<file path="src/rtl/imm_extend_pipe.sv">
// Pipelined immediate extender: zero/sign/shifted-sign/upper-place extension
// of an IN_W-bit field to OUT_W bits behind a two-entry (output + skid) buffer.
module imm_extend_pipe #(
    parameter int IN_W  = 8,
    parameter int OUT_W = 16
) (
    input  logic             clk,
    input  logic             rst_n,
    input  logic             in_valid,
    output logic             in_ready,
    input  logic [IN_W-1:0]  in_imm,
    input  logic [1:0]       in_mode,
    output logic             out_valid,
    input  logic             out_ready,
    output logic [OUT_W-1:0] out_data,
    output logic             out_neg
);

    localparam int PAD_W = OUT_W - IN_W;

    localparam logic [1:0] MODE_ZERO  = 2'b00;
    localparam logic [1:0] MODE_SIGN  = 2'b01;
    localparam logic [1:0] MODE_SHIFT = 2'b10;
    localparam logic [1:0] MODE_UPPER = 2'b11;

    logic [OUT_W-1:0] zext;
    logic [OUT_W-1:0] sext;
    logic [OUT_W-1:0] ext_data;

    logic             accept;
    logic             consume;

    logic             o_valid_q, o_valid_d;
    logic [OUT_W-1:0] o_data_q,  o_data_d;
    logic             s_valid_q, s_valid_d;
    logic [OUT_W-1:0] s_data_q,  s_data_d;

    // Size casts handle IN_W == OUT_W without a zero-width replication.
    always_comb begin
        zext     = OUT_W'(in_imm);
        sext     = OUT_W'($signed(in_imm));
        ext_data = zext;
        case (in_mode)
            MODE_ZERO:  ext_data = zext;
            MODE_SIGN:  ext_data = sext;
            MODE_SHIFT: ext_data = sext << 1;
            MODE_UPPER: ext_data = zext << PAD_W;
            default:    ext_data = zext;
        endcase
    end

    // Handshake: a transfer happens on a side only when valid and ready are
    // both high at the rising edge; a producer holding valid must keep its
    // data stable until ready is seen.
    assign accept  = in_valid && !s_valid_q;
    assign consume = o_valid_q && out_ready;

    always_comb begin
        o_valid_d = o_valid_q;
        o_data_d  = o_data_q;
        s_valid_d = s_valid_q;
        s_data_d  = s_data_q;

        if (!o_valid_q || (consume && !s_valid_q)) begin
            o_valid_d = accept;
            if (accept) begin
                o_data_d = ext_data;
            end
        end else if (consume) begin
            // Skid entry is older than anything arriving now.
            o_valid_d = 1'b1;
            o_data_d  = s_data_q;
            s_valid_d = accept;
            if (accept) begin
                s_data_d = ext_data;
            end
        end else if (accept) begin
            s_valid_d = 1'b1;
            s_data_d  = ext_data;
        end
    end

    always_ff @(posedge clk or negedge rst_n) begin
        if (!rst_n) begin
            o_valid_q <= 1'b0;
            o_data_q  <= '0;
            s_valid_q <= 1'b0;
            s_data_q  <= '0;
        end else begin
            o_valid_q <= o_valid_d;
            o_data_q  <= o_data_d;
            s_valid_q <= s_valid_d;
            s_data_q  <= s_data_d;
        end
    end

    assign in_ready  = !s_valid_q;
    assign out_valid = o_valid_q;
    assign out_data  = o_data_q;
    assign out_neg   = o_data_q[OUT_W-1];

endmodule
</file>
<file path="config.mk">
export PLATFORM = sky130hd
export DESIGN_NAME = imm_extend_pipe
export DESIGN_NICKNAME = d
export VERILOG_FILES = /design/src/rtl/imm_extend_pipe.sv
export SDC_FILE = /design/constraint.sdc
export NUM_CORES = 1
export LEC_CHECK = 0
export BUFFER_PORTS_ARGS = -buffer_cell sky130_fd_sc_hd__buf_2
export CAP_MARGIN = 20
export CORE_AREA = 2 2 101 83
export CTS_CLUSTER_SIZE = 30
export DETAILED_ROUTE_END_ITERATION = 16
export DIE_AREA = 0 0 103 85
export GPL_TIMING_DRIVEN = 0
export HOLD_SLACK_MARGIN = 0.1
export SLEW_MARGIN = 25
export SYNTH_ARGS = -nofsm -noshare
export SYNTH_HDL_FRONTEND = slang
export SYNTH_SLANG_ARGS = --single-unit
</file>
<file path="constraint.sdc">
create_clock -name clk -period 2.2 [get_ports clk]
set_input_delay 0.11 -clock clk [delete_from_list [all_inputs] [get_ports clk]]
set_output_delay 0.11 -clock clk [all_outputs]
set_load 0.02 [all_outputs]
</file>
==> results of run 1 <==
cells by family (layout without fill, tap and decap cells):
logic type	Yosys count	after routing	synth area share, %
AND/OR/NAND/NOR	46	46	15.30
buffers and inverters	23	64	5.409
AO/OA/AOI/OAI	82	82	29.75
multiplexers	8	8	4.683
flip-flops	34	34	44.86
worst max-delay path by stage:
stage,from,end,slack [ns],depth (start not counted)
floorplan,out_valid,out_data[10],0.59,6
global placement,out_valid,out_data[11],0.31,5
detailed placement,out_valid,out_data[10],0.26,5
CTS,out_valid,out_data[10],0.24,5
global route,out_valid,out_data[8],0.12,5
finish,out_valid,out_data[10],0.24,5
metrics by stage:
step,cells,area [um^2]
after CTS,342,2307
after detailed placement,331,2182
after global placement,331,2182
after floorplan,193,1897
final,342,2307
after global routing,342,2307
worst register-to-register path: cells and delay by family, from the launching register on:
family / cells / cell delay, ns
DFF: 1 / 0.38
buffers and inverters: 2 / 0.68
muxes: 1 / 0.49
AOI/OAI and AO/OA: 2 / 0.32
metal layers:
| metal | wire length (um) | track usage (%) | share of wire (%) |
|---|---|---|---|
| met2 | 2371 | 19.54 | 46 |
| met3 | 280 | 2.965 | 5.4 |
| met5 | 0 | 0 | 0 |
| met4 | 86 | 4.665 | 1.7 |
| met1 | 2455 | 16.99 | 47 |
state kept, by name, indices dropped and copies added (netlist names):
signal	flops
out_data	16
out_valid	1
s_valid_q	1
s_data_q	16
where the power goes:
part,total [uW],switching (uW),internal (uW)
clock network,498,247,252
registers,1050,132,913
logic,1580,957,626
total,3130,1340,1790
final cells by class:
| cell class | instances | area, um^2 |
|---|---|---|
| inverter | 1 | 3.754 |
| multi-input combinational | 136 | 943.4 |
| tap | 108 | 135.1 |
| sequential | 34 | 850.8 |
| fill | 833 | 5458 |
| timing repair buffer | 33 | 180.2 |
| clock buffer | 6 | 82.58 |
| clock inverter | 2 | 12.51 |
| buffer | 22 | 98.84 |
layout by cell type, fill, tap and decap left out, types with 10 or more instances in the layout:
cell type  instances
a21oi_1           18
a221oi_1          14
and3b_1           15
buf_2             34
clkbuf_1          16
dfrtp_1           34
nand2_1           16
o21ai_0           10
o21ai_1           21
o31ai_2           10
Yosys cell counts (all sizes together):
master   count
nand4bb      1
a22o         1
nand2b       2
a21oi       18
nor2b        9
o21bai       2
a221oi      14
dfrtp       34
clkbuf      16
and3         2
nand2       16
inv          1
o31ai       14
mux2         7
buf          6
mux2i        1
o21ai       31
or2          1
o31a         2
and3b       15
==> key figures, run 1 <==
Outcome
  – Outcome: complete, no violations

Critical path
  – Crit path launch type: register
  – Reg2Reg Depth: 5
  – CP max FO: 10
  – Crit path buffers/inverters: 2
  – Delay-heaviest family, CP: buffers and inverters
  – Reg2reg start: out_valid
  – CP endpoint kind: register
  – Setup slack, reg-to-reg: 0.24 ns
  – CP peak stage delay: 0.50 ns
  – R2R Path End: out_data[10]
  – Critical-path cell with the highest stage delay: clkbuf_1
  – CP required: 2.40 ns
  – Cell Chain, Critical Path: buf_2 > mux2i_1 > clkbuf_1 > o21ai_0 > o31ai_2
  – Worst Path Class, Setup: register to register
  – CP arrival: 2.16 ns

Drt
  – Vias per inst: 4.833
  – WL/cell: 15.18 um
  – Routed vias: 1653
  – First-pass detailed-route iteration total: 4
  – Routed WL: 5.193 mm
  – DR iter-0 viols: 68
  – Drt drc: 0
  – Post-route ant nets: 0

GRT
  – First-pass GRT wire length: 8.418 mm
  – Vias in the first global route: 1656
  – Total grt overflow: 0
  – Largest net degree at the start of global routing: 35
  – GRT Util Overall: 12.57%
  – Initial antenna violation count: 0

Synth
  – Cell taking the most area after synthesis: dfrtp_1
  – Cell area after synthesis: 0.001897 mm^2
  – Top-area cell type share of the netlist area: 44.85%
  – Post-synthesis register bit count: 34
  – Distinct cells, synth: 25
  – Mean Syn Cell Area: 9.828 um^2
  – Synthesized Nets: 207
  – Gate count of the mapped netlist: 193
  – Synth area leaders: dfrtp_1 (45%), and3b_1 (6.9%), o31ai_2 (6.6%)
  – Register area share after synthesis: 44.85%
  – Ys Warns: 0

Layout
  – N_diodes: 0
  – Nets: 247
  – Util after Layout: 29.71%
  – Layout cell share with drive strength beyond 1: 25.21%
  – Syn-to-layout area delta: 21.64%

Floorplanning
  – CORE AREA: 0.007765 mm^2
  – Initial core utilization: 24.43%
  – Chip width: 103 um
  – Die height: 85 um
  – Die area: 0.008755 mm^2
  – # rows: 29
  – Num ports: 33

STA
  – Final WS setup: 0.2365 ns
  – Worst Tran Pin Value: 0.8090 ns
  – Fin crit share: 89.25%
  – Max-slew headroom: 46.07%
  – RSZ-0062 raised after global routing: no
  – Hold Slack: 0.1363 ns
  – Highest clock rate: 509.3 MHz
  – Setup TNS: 0 ns
  – Final Hold Vio Count: 0
  – Final max-slew violation count: 0
  – Skew final: 0.004369 ns
  – Setup Viol. Count Final: 0
  – Final min period: 1.963 ns

Placed design
  – Routability cong.: 0.8862
  – Port Buf Inserts: 30
  – Dpl ws: 0.2615 ns
  – DP HPWL: 3.736 mm

Hold path
  – Hold_sp: in_imm[0]
  – Hold WC Path Type: input pin to register
  – Hold path cells: 3
  – Hold endpoint: s_data_q[0]

Clock tree
  – # hold bufs at CTS: 3
  – Post-CTS setup buffers: 0
  – CTS Buf Count: 5
  – Clk slew on worst S/H paths: 0.07 ns
  – Htree depth: 2
  – Root buffer cell: clkbuf_8
  – CTS max path bufs: 2
  – Latest clock arrival within the worst-skew pair: 0.29 ns
  – Post_cts resized: 0
  – CTS tree: done
  – Clock Sink Count: 34

Run
  – Maxcap violations: 0

Power
  – P_leak: 0.001002 uW
  – Power Density: 1355 mW/mm^2
  – VDD IR max: 292.3 uV
  – Pwr Total: 3126 uW
No activity file was read; power rests on OpenSTA's default activity.
==> run 2: changes to the inputs <==
CORE_AREA = 4 4 103 85   (was 2 2 101 83)
DIE_AREA = 0 0 107 89   (was 0 0 103 85)
==> run 2 against run 1 <==
Net effect: cell area increased by 0.65%; power increased by 2.6%; clock skew hardly changed; maximum frequency is essentially flat; worst setup slack barely moved; clock power increased by 13%; die area up 8.8%; worst hold slack gained 0.016 ns; via count grew 1.5%; wire length is 3.4% higher; critical path type unchanged.
==> key figures, run 2 (synthesized netlist as in run 1, its figures left out) <==
STA
  – Max-slew headroom: 48.64% (was 46.07%)
  – Setup Viol. Count Final: 0 (unchanged)
  – Highest clock rate: 509.4 MHz (was 509.3 MHz)
  – Skew final: 0.004728 ns (was 0.004369 ns)
  – Setup TNS: 0 ns (unchanged)
  – Final max-slew violation count: 0 (unchanged)
  – Worst Tran Pin Value: 0.7704 ns (was 0.8090 ns)
  – Hold Slack: 0.1526 ns (was 0.1363 ns)
  – Final min period: 1.963 ns (about the same)
  – RSZ-0062 raised after global routing: no (unchanged)
  – Final Hold Vio Count: 0 (unchanged)
  – Fin crit share: 89.24% (was 89.25%)

Hold path
  – Hold path cells: 3 (unchanged)
  – Hold WC Path Type: input pin to register (unchanged)

Clock tree
  – Clk slew on worst S/H paths: 0.07 ns (about the same)
  – CTS Buf Count: 5 (unchanged)
  – CTS tree: done (unchanged)
  – Post-CTS setup buffers: 0 (unchanged)
  – CTS max path bufs: 2 (unchanged)
  – Clock Sink Count: 34 (unchanged)
  – Latest clock arrival within the worst-skew pair: 0.29 ns (about the same)
  – Htree depth: 2 (unchanged)
  – Root buffer cell: clkbuf_8 (unchanged)

Drt
  – Routed WL: 5.368 mm (was 5.193 mm)
  – First-pass detailed-route iteration total: 4 (unchanged)
  – Post-route ant nets: 0 (unchanged)
  – Vias per inst: 4.906 (was 4.833)
  – Drt drc: 0 (unchanged)
  – Routed vias: 1678 (was 1653)
  – DR iter-0 viols: 132 (was 68)
  – WL/cell: 15.70 um (was 15.18 um)

Layout
  – Layout cell share with drive strength beyond 1: 25.21% (unchanged)
  – Syn-to-layout area delta: 22.43% (was 21.64%)
  – Area of the multi-input gates: 943.4 um^2 (unchanged)
  – Commonest cells after routing, fill and taps aside: buf_2 (34), dfrtp_1 (34), o21ai_1 (21) (unchanged)
  – Number of fill cells: 828 (was 833)
  – N_diodes: 0 (unchanged)
  – Nets: 247 (unchanged)
  – Storage element area: 850.8 um^2 (unchanged)

Critical path
  – CP max FO: 10 (unchanged)
  – Worst Path Class, Setup: register to register (unchanged)
  – Crit path launch type: register (unchanged)
  – Cell Chain, Critical Path: buf_2 > mux2i_1 > clkbuf_1 > o21ai_0 > o31ai_2 (unchanged)
  – CP endpoint kind: register (unchanged)
  – Reg2Reg Depth: 5 (unchanged)
  – CP arrival: 2.17 ns (was 2.16 ns)
  – Setup slack, reg-to-reg: 0.24 ns (about the same)
  – Critical-path cell with the highest stage delay: mux2i_1 (was clkbuf_1)
  – CP peak stage delay: 0.53 ns (was 0.50 ns)
  – CP required: 2.41 ns (was 2.40 ns)

Outcome
  – Outcome: complete, no violations (unchanged)

Placed design
  – Routability cong.: 0.8261 (was 0.8862)
  – Port Buf Inserts: 30 (unchanged)
  – DP HPWL: 3.776 mm (was 3.736 mm)

Power
  – P_leak: 0.001012 uW (was 0.001002 uW)
  – Power Density: 1381 mW/mm^2 (was 1355 mW/mm^2)
  – VDD IR max: 330.8 uV (was 292.3 uV)

GRT
  – GRT Util Overall: 11.67% (was 12.57%)
  – Largest net degree at the start of global routing: 35 (unchanged)
  – Initial antenna violation count: 0 (unchanged)
  – First-pass GRT wire length: 8.631 mm (was 8.418 mm)
  – Total grt overflow: 0 (unchanged)
  – Vias in the first global route: 1673 (was 1656)

Floorplanning
  – Chip width: 107 um (was 103 um)
  – Die height: 89 um (was 85 um)
  – Die area: 0.009523 mm^2 (was 0.008755 mm^2)
  – Initial core utilization: 24.43% (unchanged)
  – CORE AREA: 0.007765 mm^2 (unchanged)
  – Num ports: 33 (unchanged)
  – # rows: 29 (unchanged)

Run
  – Maxcap violations: 0 (unchanged)
[run 2: changes by cell type in the layout (fill, tap and decap cells not counted), sizes merged]
cell,previous run,this run
clkinvlp,1,0
clkinv,1,0
clkbuf,22,24
[run 2: area by class of cell]
class,instances,area share (%)
clock buffers,8,4.741
well taps,108,5.819
flip-flops and latches,34,36.64
plain buffers,22,4.256
inverters,1,0.1616
repair buffers,33,7.759
multi-input cells,136,40.62
[run 2: where the power goes]
part / leakage (uW) / internal (uW) / switching, uW
combinational: 0.000527 / 625 / 970
clock: 0.0000575 / 317 / 247
sequential: 0.000428 / 914 / 136
total: 0.00101 / 1860 / 1350
[run 2: path summary, 6_finish.rpt]
kind | startpoint | endpoint
setup / recovery | out_valid | out_data[10]
min in group asynchronous | rst_n | out_data[2]
hold reg to reg | s_data_q[1] | s_data_q[1]
hold / removal | in_imm[6] | s_data_q[7]
max in group asynchronous | rst_n | s_data_q[7]
setup reg to reg | out_valid | out_data[10]
[run 2: worst max-delay path: cells and delay by family, from the launching register on]
kind | cells | cell delay [ns]
muxes | 1 | 0.53
AOI/OAI and AO/OA | 2 | 0.29
buffers and inverters | 2 | 0.67
DFF | 1 | 0.39
[run 2: per-layer routing]
metal  wire, um  up-vias  track usage [%]
met1       2578      816            15.72
met2       2430       56            18.63
met5          0        -                0
met3        292       10            3.105
met4         66        0            3.368
li1           -      796                -
[run 2: repair_timing]
| item | in CTS | in global routing |
|---|---|---|
| hold endpoints to repair | 36 | 0 |
| hold buffers | 3 | 0 |
| resized for setup | 0 | 0 |
[run 2: stage by stage]
stage                     power, uW  util [%]  setup WS, ns  instance area [um^2]  instances
after floorplan                2183         -        0.5862                  1897        193
after global placement         2629     28.10        0.3175                  2182        331
after detailed placement       2658     28.10        0.2819                  2182        331
after CTS                      3218     29.91        0.2533                  2322        342
after global routing           3434     29.91       0.07196                  2322        342
final                          3208     29.91        0.2367                  2322        342
==> run 3: changes to the inputs <==
CELL_PAD_IN_SITES_DETAIL_PLACEMENT = 1   (was unset)
CELL_PAD_IN_SITES_GLOBAL_PLACEMENT = 2   (was unset)
PLACE_DENSITY_LB_ADDON = 0.1   (was unset)
==> run 3 against run 2 <==
Net effect: final cell count decreased by 0.58%; sequential share of layout area up 0.42 points; clock skew rose by 0.00093 ns; global-route usage up 2.6 points; worst setup slack gained 0.11 ns; wire length is 17% higher; die area unchanged; count of clock-buffer cells in the layout decreased by 2; cell area fell by 1.1%; largest cell class unchanged; highest routed layer unchanged; non-clock buffer count unchanged; worst hold slack lost 0.0055 ns.
==> key figures, run 3 (synthesized netlist as in run 1, its figures left out) <==
Layout
  – Storage element area: 850.8 um^2 (unchanged)
  – Syn-to-layout area delta: 21.04% (was 22.43%)
  – N_diodes: 0 (unchanged)
  – Final cell count without fillers: 340 (was 342)
  – Commonest cells after routing, fill and taps aside: buf_2 (34), dfrtp_1 (34), o21ai_1 (21) (unchanged)
  – Number of fill cells: 939 (was 828)
  – Final Cell Area: 0.002296 mm^2 (was 0.002322 mm^2)
  – Area of the multi-input gates: 943.4 um^2 (unchanged)
  – Layout cell share with drive strength beyond 1: 25.00% (was 25.21%)
  – Nets: 247 (unchanged)

Drt
  – First-pass detailed-route iteration total: 4 (unchanged)
  – Routed WL: 6.260 mm (was 5.368 mm)
  – DR iter-0 viols: 79 (was 132)
  – WL/cell: 18.41 um (was 15.70 um)
  – Routed vias: 1650 (was 1678)
  – Vias per inst: 4.853 (was 4.906)
  – Post-route ant nets: 0 (unchanged)
  – Drt drc: 0 (unchanged)

GRT
  – Largest net degree at the start of global routing: 35 (unchanged)
  – GRT Util Overall: 14.25% (was 11.67%)
  – Total grt overflow: 0 (unchanged)
  – First-pass GRT wire length: 10.21 mm (was 8.631 mm)
  – Initial antenna violation count: 0 (unchanged)
  – Vias in the first global route: 1769 (was 1673)

Clock tree
  – Clk slew on worst S/H paths: 0.07 ns (about the same)
  – Clock Sink Count: 34 (unchanged)
  – Htree depth: 2 (unchanged)
  – Root buffer cell: clkbuf_8 (unchanged)
  – CTS max path bufs: 2 (unchanged)
  – Post-CTS setup buffers: 0 (unchanged)
  – Latest clock arrival within the worst-skew pair: 0.29 ns (about the same)
  – CTS tree: done (unchanged)
  – CTS Buf Count: 5 (unchanged)

Placed design
  – DP HPWL: 4.383 mm (was 3.776 mm)
  – Dpl ws: 0.1499 ns (was 0.2819 ns)
  – Port Buf Inserts: 30 (unchanged)
  – Placed Cells: 331 (unchanged)
  – DP Area: 0.002182 mm^2 (unchanged)
  – Routability cong.: 0.7295 (was 0.8261)

Critical path
  – CP endpoint kind: register (unchanged)
  – Crit path launch type: input pin (was register)
  – CP max FO: 10 (unchanged)
  – CP arrival: 2.06 ns (was 2.17 ns)
  – CP required: 2.40 ns (was 2.41 ns)
  – Worst Path Class, Setup: input pin to register (was register to register)

Power
  – P_leak: 0.001001 uW (was 0.001012 uW)
  – VDD IR max: 320.1 uV (was 330.8 uV)
  – Power Density: 1369 mW/mm^2 (was 1381 mW/mm^2)

Outcome
  – Outcome: complete, no violations (unchanged)

STA
  – Setup Viol. Count Final: 0 (unchanged)
  – Final WS setup: 0.3423 ns (was 0.2367 ns)
  – Skew final: 0.005655 ns (was 0.004728 ns)
  – RSZ-0062 raised after global routing: no (unchanged)
  – Final max-slew violation count: 0 (unchanged)
  – Worst Tran Pin Value: 0.8417 ns (was 0.7704 ns)
  – Max-slew headroom: 43.89% (was 48.64%)
  – Final min period: 1.858 ns (was 1.963 ns)
  – Final Hold Vio Count: 0 (unchanged)
  – Highest clock rate: 538.3 MHz (was 509.4 MHz)
  – Setup TNS: 0 ns (unchanged)
  – Fin crit share: 84.44% (was 89.24%)

Floorplanning
  – Num ports: 33 (unchanged)
  – CORE AREA: 0.007765 mm^2 (unchanged)
  – Chip width: 107 um (unchanged)
  – Die height: 89 um (unchanged)
  – # rows: 29 (unchanged)
  – Die area: 0.009523 mm^2 (unchanged)
  – Initial core utilization: 24.43% (unchanged)

Hold path
  – Hold WC Path Type: input pin to register (unchanged)

Run
  – Maxcap violations: 0 (unchanged)
==> run 3: cell types whose count changed in the layout (fill, tap and decap cells not counted), sizes merged <==
cell | before | now
clkbuf | 24 | 22
==> run 3: worst paths after layout <==
path | from | to | slack [ns] | depth (start not counted)
setup / recovery | out_ready | out_data[11] | 0.34 | 6
setup reg to reg | out_valid | out_data[11] | 0.37 | 6
hold / removal | in_imm[4] | s_data_q[5] | 0.15 | 3
hold reg to reg | s_data_q[14] | s_data_q[14] | 0.48 | 2
min in group asynchronous | rst_n | out_data[3] | 0.45 | 2
max in group asynchronous | rst_n | s_data_q[10] | 1.21 | 2
==> run 3: timing repair <==
item / in CTS / in global routing
endpoints found under the setup margin: 0 / 3
hold endpoints to repair: 36 / 0
resized for setup: 0 / 2
hold buffers: 3 / 0
==> run 3: final cells by class <==
class,instances,share of cell area [%]
tap,108,5.886
sequential,34,37.06
timing repair buffer,33,7.847
buffer,22,4.360
clock buffer,6,3.597
multi-input combinational,136,41.09
inverter,1,0.1635
==> run 3: layer usage <==
layer | global-route usage [%] | vias to the layer above | part of all wire (%)
met2 | 22.23 | 21 | 45
li1 | - | 798 | -
met3 | 2.816 | 8 | 3.1
met4 | 3.833 | 0 | 0.93
met5 | 0 | - | 0
met1 | 20.26 | 823 | 51
==> run 3: report_power, final <==
| group | internal, uW | switching [uW] |
|---|---|---|
| clock network | 242 | 231 |
| registers | 914 | 132 |
| logic | 627 | 998 |
==> run 3: metrics by stage <==
step	utilization [%]	total power (uW)	hold slack, ns
after floorplan	-	2183	-0.1856
after global placement	28.10	2715	0.2784
after detailed placement	28.10	2718	0.2725
after CTS	29.55	3205	0.1403
after global routing	29.57	3425	0.1699
final	29.57	3143	0.1471
==> run 3: critical path, cell delays in order <==
cell and delay, ns:
dlygate4sd3_1 0.53, buf_2 0.15, nor2b_1 0.38, clkbuf_1 0.54, o21ai_0 0.24, o31ai_2 0.09
